### src/rtl/muldiv_seq.sv
// Sequential 32-bit multiply/divide unit with HI/LO result registers.
// Runs one bit per cycle: shift-add for multiply, restoring shift-subtract for divide.
module muldiv_seq (
   input  logic        clk,
   input  logic        rst_n,
   input  logic        start,
   input  logic [1:0]  op,
   input  logic [31:0] rs_data,
   input  logic [31:0] rt_data,
   input  logic        mthi,
   input  logic        mtlo,
   input  logic        flush,
   output logic        busy,
   output logic        done,
   output logic [31:0] hi,
   output logic [31:0] lo
);

   typedef enum logic [1:0] {
      IDLE = 2'd0,
      RUN  = 2'd1,
      FIX  = 2'd2
   } state_t;

   state_t      r_state;
   logic        r_isDiv;
   logic [4:0]  r_cnt;
   logic [31:0] r_acc;
   logic [31:0] r_q;
   logic [31:0] r_b;
   logic        r_negLo;
   logic        r_negHi;
   logic        r_divZero;
   logic        r_busy;
   logic        r_done;
   logic [31:0] r_hi;
   logic [31:0] r_lo;

   logic        w_isSigned;
   logic        w_aNeg;
   logic        w_bNeg;
   logic [31:0] w_aMag;
   logic [31:0] w_bMag;
   logic [32:0] w_mulSum;
   logic [32:0] w_divSh;
   logic        w_divOk;
   logic [31:0] w_divSub;
   logic [63:0] w_prod;
   logic [63:0] w_prodFix;
   logic [31:0] w_quo;
   logic [31:0] w_rem;
   logic [31:0] w_resHi;
   logic [31:0] w_resLo;

   // Signed ops iterate on magnitudes; the signs are reapplied in FIX.
   assign w_isSigned = ~op[0];
   assign w_aNeg     = w_isSigned & rs_data[31];
   assign w_bNeg     = w_isSigned & rt_data[31];
   assign w_aMag     = w_aNeg ? (32'd0 - rs_data) : rs_data;
   assign w_bMag     = w_bNeg ? (32'd0 - rt_data) : rt_data;

   // r_q holds the multiplier (shifted out low end first) or the dividend (high end first).
   assign w_mulSum   = {1'b0, r_acc} + (r_q[0] ? {1'b0, r_b} : 33'd0);
   assign w_divSh    = {r_acc, r_q[31]};
   assign w_divOk    = (w_divSh >= {1'b0, r_b});
   assign w_divSub   = w_divSh[31:0] - r_b;

   assign w_prod     = {r_acc, r_q};
   assign w_prodFix  = r_negLo ? (64'd0 - w_prod) : w_prod;
   // A zero divisor yields an all-ones quotient; the remainder naturally comes back as rs_data.
   assign w_quo      = r_divZero ? 32'hFFFF_FFFF : (r_negLo ? (32'd0 - r_q) : r_q);
   assign w_rem      = r_negHi ? (32'd0 - r_acc) : r_acc;
   assign w_resHi    = r_isDiv ? w_rem : w_prodFix[63:32];
   assign w_resLo    = r_isDiv ? w_quo : w_prodFix[31:0];

   always_ff @(posedge clk) begin
      if (!rst_n) begin
         r_state   <= IDLE;
         r_isDiv   <= 1'b0;
         r_cnt     <= 5'd0;
         r_acc     <= 32'd0;
         r_q       <= 32'd0;
         r_b       <= 32'd0;
         r_negLo   <= 1'b0;
         r_negHi   <= 1'b0;
         r_divZero <= 1'b0;
         r_busy    <= 1'b0;
         r_done    <= 1'b0;
         r_hi      <= 32'd0;
         r_lo      <= 32'd0;
      end else begin
         r_done <= 1'b0;
         if (flush) begin
            r_state <= IDLE;
            r_busy  <= 1'b0;
            r_cnt   <= 5'd0;
         end else begin
            case (r_state)
               IDLE: begin
                  if (start) begin
                     r_state   <= RUN;
                     r_busy    <= 1'b1;
                     r_isDiv   <= op[1];
                     r_cnt     <= 5'd0;
                     r_acc     <= 32'd0;
                     r_q       <= w_aMag;
                     r_b       <= w_bMag;
                     r_negLo   <= w_aNeg ^ w_bNeg;
                     r_negHi   <= w_aNeg;
                     r_divZero <= (rt_data == 32'd0);
                  end else begin
                     if (mthi) r_hi <= rs_data;
                     if (mtlo) r_lo <= rs_data;
                  end
               end
               RUN: begin
                  if (r_isDiv) begin
                     r_acc <= w_divOk ? w_divSub : w_divSh[31:0];
                     r_q   <= {r_q[30:0], w_divOk};
                  end else begin
                     r_acc <= w_mulSum[32:1];
                     r_q   <= {w_mulSum[0], r_q[31:1]};
                  end
                  r_cnt <= r_cnt + 5'd1;
                  if (r_cnt == 5'd31) r_state <= FIX;
               end
               FIX: begin
                  r_hi    <= w_resHi;
                  r_lo    <= w_resLo;
                  r_done  <= 1'b1;
                  r_busy  <= 1'b0;
                  r_state <= IDLE;
               end
               default: begin
                  r_state <= IDLE;
                  r_busy  <= 1'b0;
               end
            endcase
         end
      end
   end

   assign busy = r_busy;
   assign done = r_done;
   assign hi   = r_hi;
   assign lo   = r_lo;

endmodule
### config.mk
export PLATFORM = sky130hd
export DESIGN_NAME = muldiv_seq
export DESIGN_NICKNAME = d
export VERILOG_FILES = /design/src/rtl/muldiv_seq.sv
export SDC_FILE = /design/constraint.sdc
export NUM_CORES = 1
export LEC_CHECK = 0
export CAP_MARGIN = 15
export CORE_MARGIN = 1
export CORE_UTILIZATION = 50
export CTS_BUF_LIST = sky130_fd_sc_hd__clkbuf_8 sky130_fd_sc_hd__clkbuf_16
export DETAILED_ROUTE_END_ITERATION = 12
export GPL_ROUTABILITY_DRIVEN = 0
export PLACE_DENSITY = 0.73
export SYNTH_ARGS = -nofsm -noshare
export SYNTH_HDL_FRONTEND = slang
export SYNTH_SLANG_ARGS = --single-unit
### constraint.sdc
create_clock -name clk -period 3.1 [get_ports clk]
set_input_delay 0.31 -clock clk [delete_from_list [all_inputs] [get_ports clk]]
set_output_delay 0.31 -clock clk [all_outputs]
set_load 0.1 [all_outputs]
==> results.txt <==
CTS tree - yes
Die area - 29700 um^2
Crit share post-route - 98.5%
Ys Warns - 0
First-pass GRT wire length - 78800 um
Die Ht - 172 um
Std-Cell Core Area - 28200 um^2
Detailed Place HPWL - 38600 um
Final setup viols - 0
Root buffer cell - clkbuf_16
Fillcell total - 2475
Reg2reg setup slack - 50 ps
Initial antenna violation count - 0
Max FO, Critical Path - 5
Seq cells post-synth - 173
Slew Limit Headroom - 31.7%
Routed len/inst - 20.5 um
Grt ovf - 0
Clock buffer count from CTS - 17
WHS Endpoint - hi[10]
GRT Overall Usage - 34.3%
Power Dens Cells - 361 nW/um^2
Routed Antenna Nets - 0
Hold WS - 200 ps
Actual slew at the worst max-slew pin - 1020 ps
Fraction of layout cells with a size suffix above 1 - 12.9%
Placed cell count - 2447
Top cell type by total area after synthesis - dfxtp_1
Die width - 172 um
Pin count of the biggest net entering global routing - 84
R2R depth - 13
Pwr Total - 6.38 mW
Synthesized area - 14500 um^2
WS Path Type - flop to flop
Ports - 138
Yosys top cell area share - 23.9%
Skew-Pair Late Insertion Delay - 450 ps
DR vias/cell - 6.37
Async SR Flop Fraction - 0%
Syn Inst Count - 1924
Mapped Nets - 2068
Worst Hold Class - input pin to flop
Status - complete, no violations
Rows - 61
Nets@finish - 2235
Top_reg_cell synth - dfxtp_1
WP data arrival - 3400 ps
Clk slew on worst S/H paths - 80 ps
Clock sinks - 173
Worst VDD drop - 0.000379 V
Yosys cell types - 85
Total wire length - 50800 um
Maxcap violations - 0
Vias in the first global route - 14767
Initial Util - 51.4%
Final Skew - 11.7 ps
Cell chain of the critical path - and2_4 -> ha_4 -> inv_2 -> fa_2 -> nand2b_4 -> a21oi_4 -> o221a_4 -> a31oi_4 -> o41ai_4 -> a221oi_4 -> or3_1 -> a21oi_2 -> o31ai_1
Number of enable flip-flop cells after synthesis - 0
Worst setup SP type - flop
Synth area leaders - dfxtp_1, xnor2_1, nand2_1, ha_1, o21ai_0
Seq/Total Area, Yosys - 23.9%
Post-Layout Cell Count - 2483
Area grow syn2layout - 22.2%
Drt first pass iters - 10
Hold path start - rst_n
# DRC - 0
Final Max Tran Viols - 0
WP data required - 3440 ps
Mean Syn Cell Area - 7.53 um^2
Max stage delay on crit path - 470 ps
Max Freq - 327 MHz
Leakage power - 7.28 nW
H-tree depth - 4
Hold Violations, Final - 0
R2r startpoint - r_q[0]
Port bufs - 137
Critical-path top delay cell - o41ai_4
Detailed Route Iter0 Violations - 1598
Crit-path leading delay family - compound AO/OA/AOI/OAI gates
Crit end category - flop
R2r endpoint - r_acc[25]
Clock Path Buffers - 2
Tmin final - 3050 ps
Bufs and invs on worst path - 1
Hold path cells - 3
Via count - 15827
[worst max-delay path by stage]
stage          startpoint        end  slack (ps)  cells past startpoint
2_1_floorplan      r_q[0]  r_acc[31]           7                     13
3_3_place_gp       r_q[0]  r_acc[31]          40                     13
3_5_place_dp       r_b[0]  r_acc[31]         -40                     13
4_1_cts            r_b[8]  r_acc[22]          20                     11
5_1_grt           r_b[30]  r_acc[15]         -30                     15
6_report           r_q[0]  r_acc[25]          50                     13
[what timing repair did]
item | 4_1_cts | 5_1_grt
gates resized for setup | 1 | 40
buffers inserted | 0 | 2
setup endpoints to repair | 4 | 32
cloned | 0 | 1
hold buffers | 0 | 0
pin swaps | 1 | 14
[worst register-to-register path: stages, from the launching register on]
cell	delay (ps)
dfxtp_2	350
and2_4	150
ha_4	130
inv_2	40
fa_2	360
nand2b_4	170
a21oi_4	190
o221a_4	230
a31oi_4	100
o41ai_4	470
a221oi_4	140
or3_1	400
a21oi_2	140
o31ai_1	90
[synthesized netlist by cell type (all sizes together), types with 20 or more instances]
cell / number
a21boi: 58
a21o: 27
a21oi: 121
a31oi: 20
buf: 36
clkbuf: 102
dfxtp: 173
ha: 70
inv: 64
mux2i: 38
nand2: 253
nand2b: 22
nand3: 41
nor2: 146
nor3: 40
o211a: 31
o211ai: 40
o21ai: 155
o221ai: 42
o31ai: 28
or3: 22
xnor2: 115
xor2: 53
[area by class of cell]
type / count / area (um^2) / area share (%)
multi-input cells: 1549 / 10400 / 58.8
repair buffers: 286 / 2540 / 14.4
well taps: 378 / 473 / 2.67
clock buffers: 17 / 425 / 2.40
diodes: 1 / 2.50 / 0.0141
clock inverters: 15 / 130 / 0.735
flip-flops and latches: 173 / 3470 / 19.6
inverters: 64 / 240 / 1.36
[sequential cells by signal (all words and copies together), names as in the netlist, 2 cells and up]
| signal | count |
|---|---|
| r_b | 32 |
| r_cnt | 5 |
| r_state | 2 |
| r_q | 32 |
| hi | 32 |
| lo | 32 |
| r_acc | 32 |
[layer usage]
layer	part of all wire, %	up-vias	global-route usage [%]
met1	41	7300	43.0
met4	6.7	0	22.2
met5	0	-	0
met3	10	187	6.71
li1	-	7347	-
met2	42	993	53.6
[cell families (layout without fill, tap and decap cells)]
logic type	count (synthesis)	in the layout	share of synthesized area, %
XOR/XNOR	168	168	10.2
AND/OR/NAND/NOR	633	633	20.8
flip-flops	173	173	23.9
buffers and inverters	202	382	5.54
multiplexers	40	40	2.78
other	0	1	0
AO/OA/AOI/OAI	636	636	30.4
adder cells (fa/ha/maj)	72	72	6.32
[stage by stage]
step | area, um^2 | setup WS [ps] | util (%) | TNS, ps
detailed placement | 16900 | -37.8 | 60.1 | -63.4
floorplan | 14500 | 6.88 | - | 0
CTS | 17500 | 17.6 | 62.1 | 0
global route | 17700 | -29.5 | 62.9 | -93.1
finish | 17700 | 45.0 | 62.9 | 0
global placement | 16900 | 37.9 | 60.1 | 0
[placed cells by master, fill, tap and decap left out, types with 31 or more instances in the layout]
cell type and n:
ha_1 67, o211a_1 31, xnor2_1 115, clkdlybuf4s50_1 132
mux2i_1 38, a21boi_0 51, o211ai_1 40, nand3_1 40
xor2_1 53, buf_4 147, inv_1 62, dfxtp_1 168
o21ai_1 34, nor3_1 33, nand2_1 252, o221ai_1 40
a21oi_1 114, nor2_1 142, o21ai_0 119
[report_power, final]
part | switching, mW | internal, mW
Sequential | 0.0942 | 2.32
Combinational | 1.15 | 0.693
Clock | 1.08 | 1.05
No activity file was read; power rests on OpenSTA's default activity.
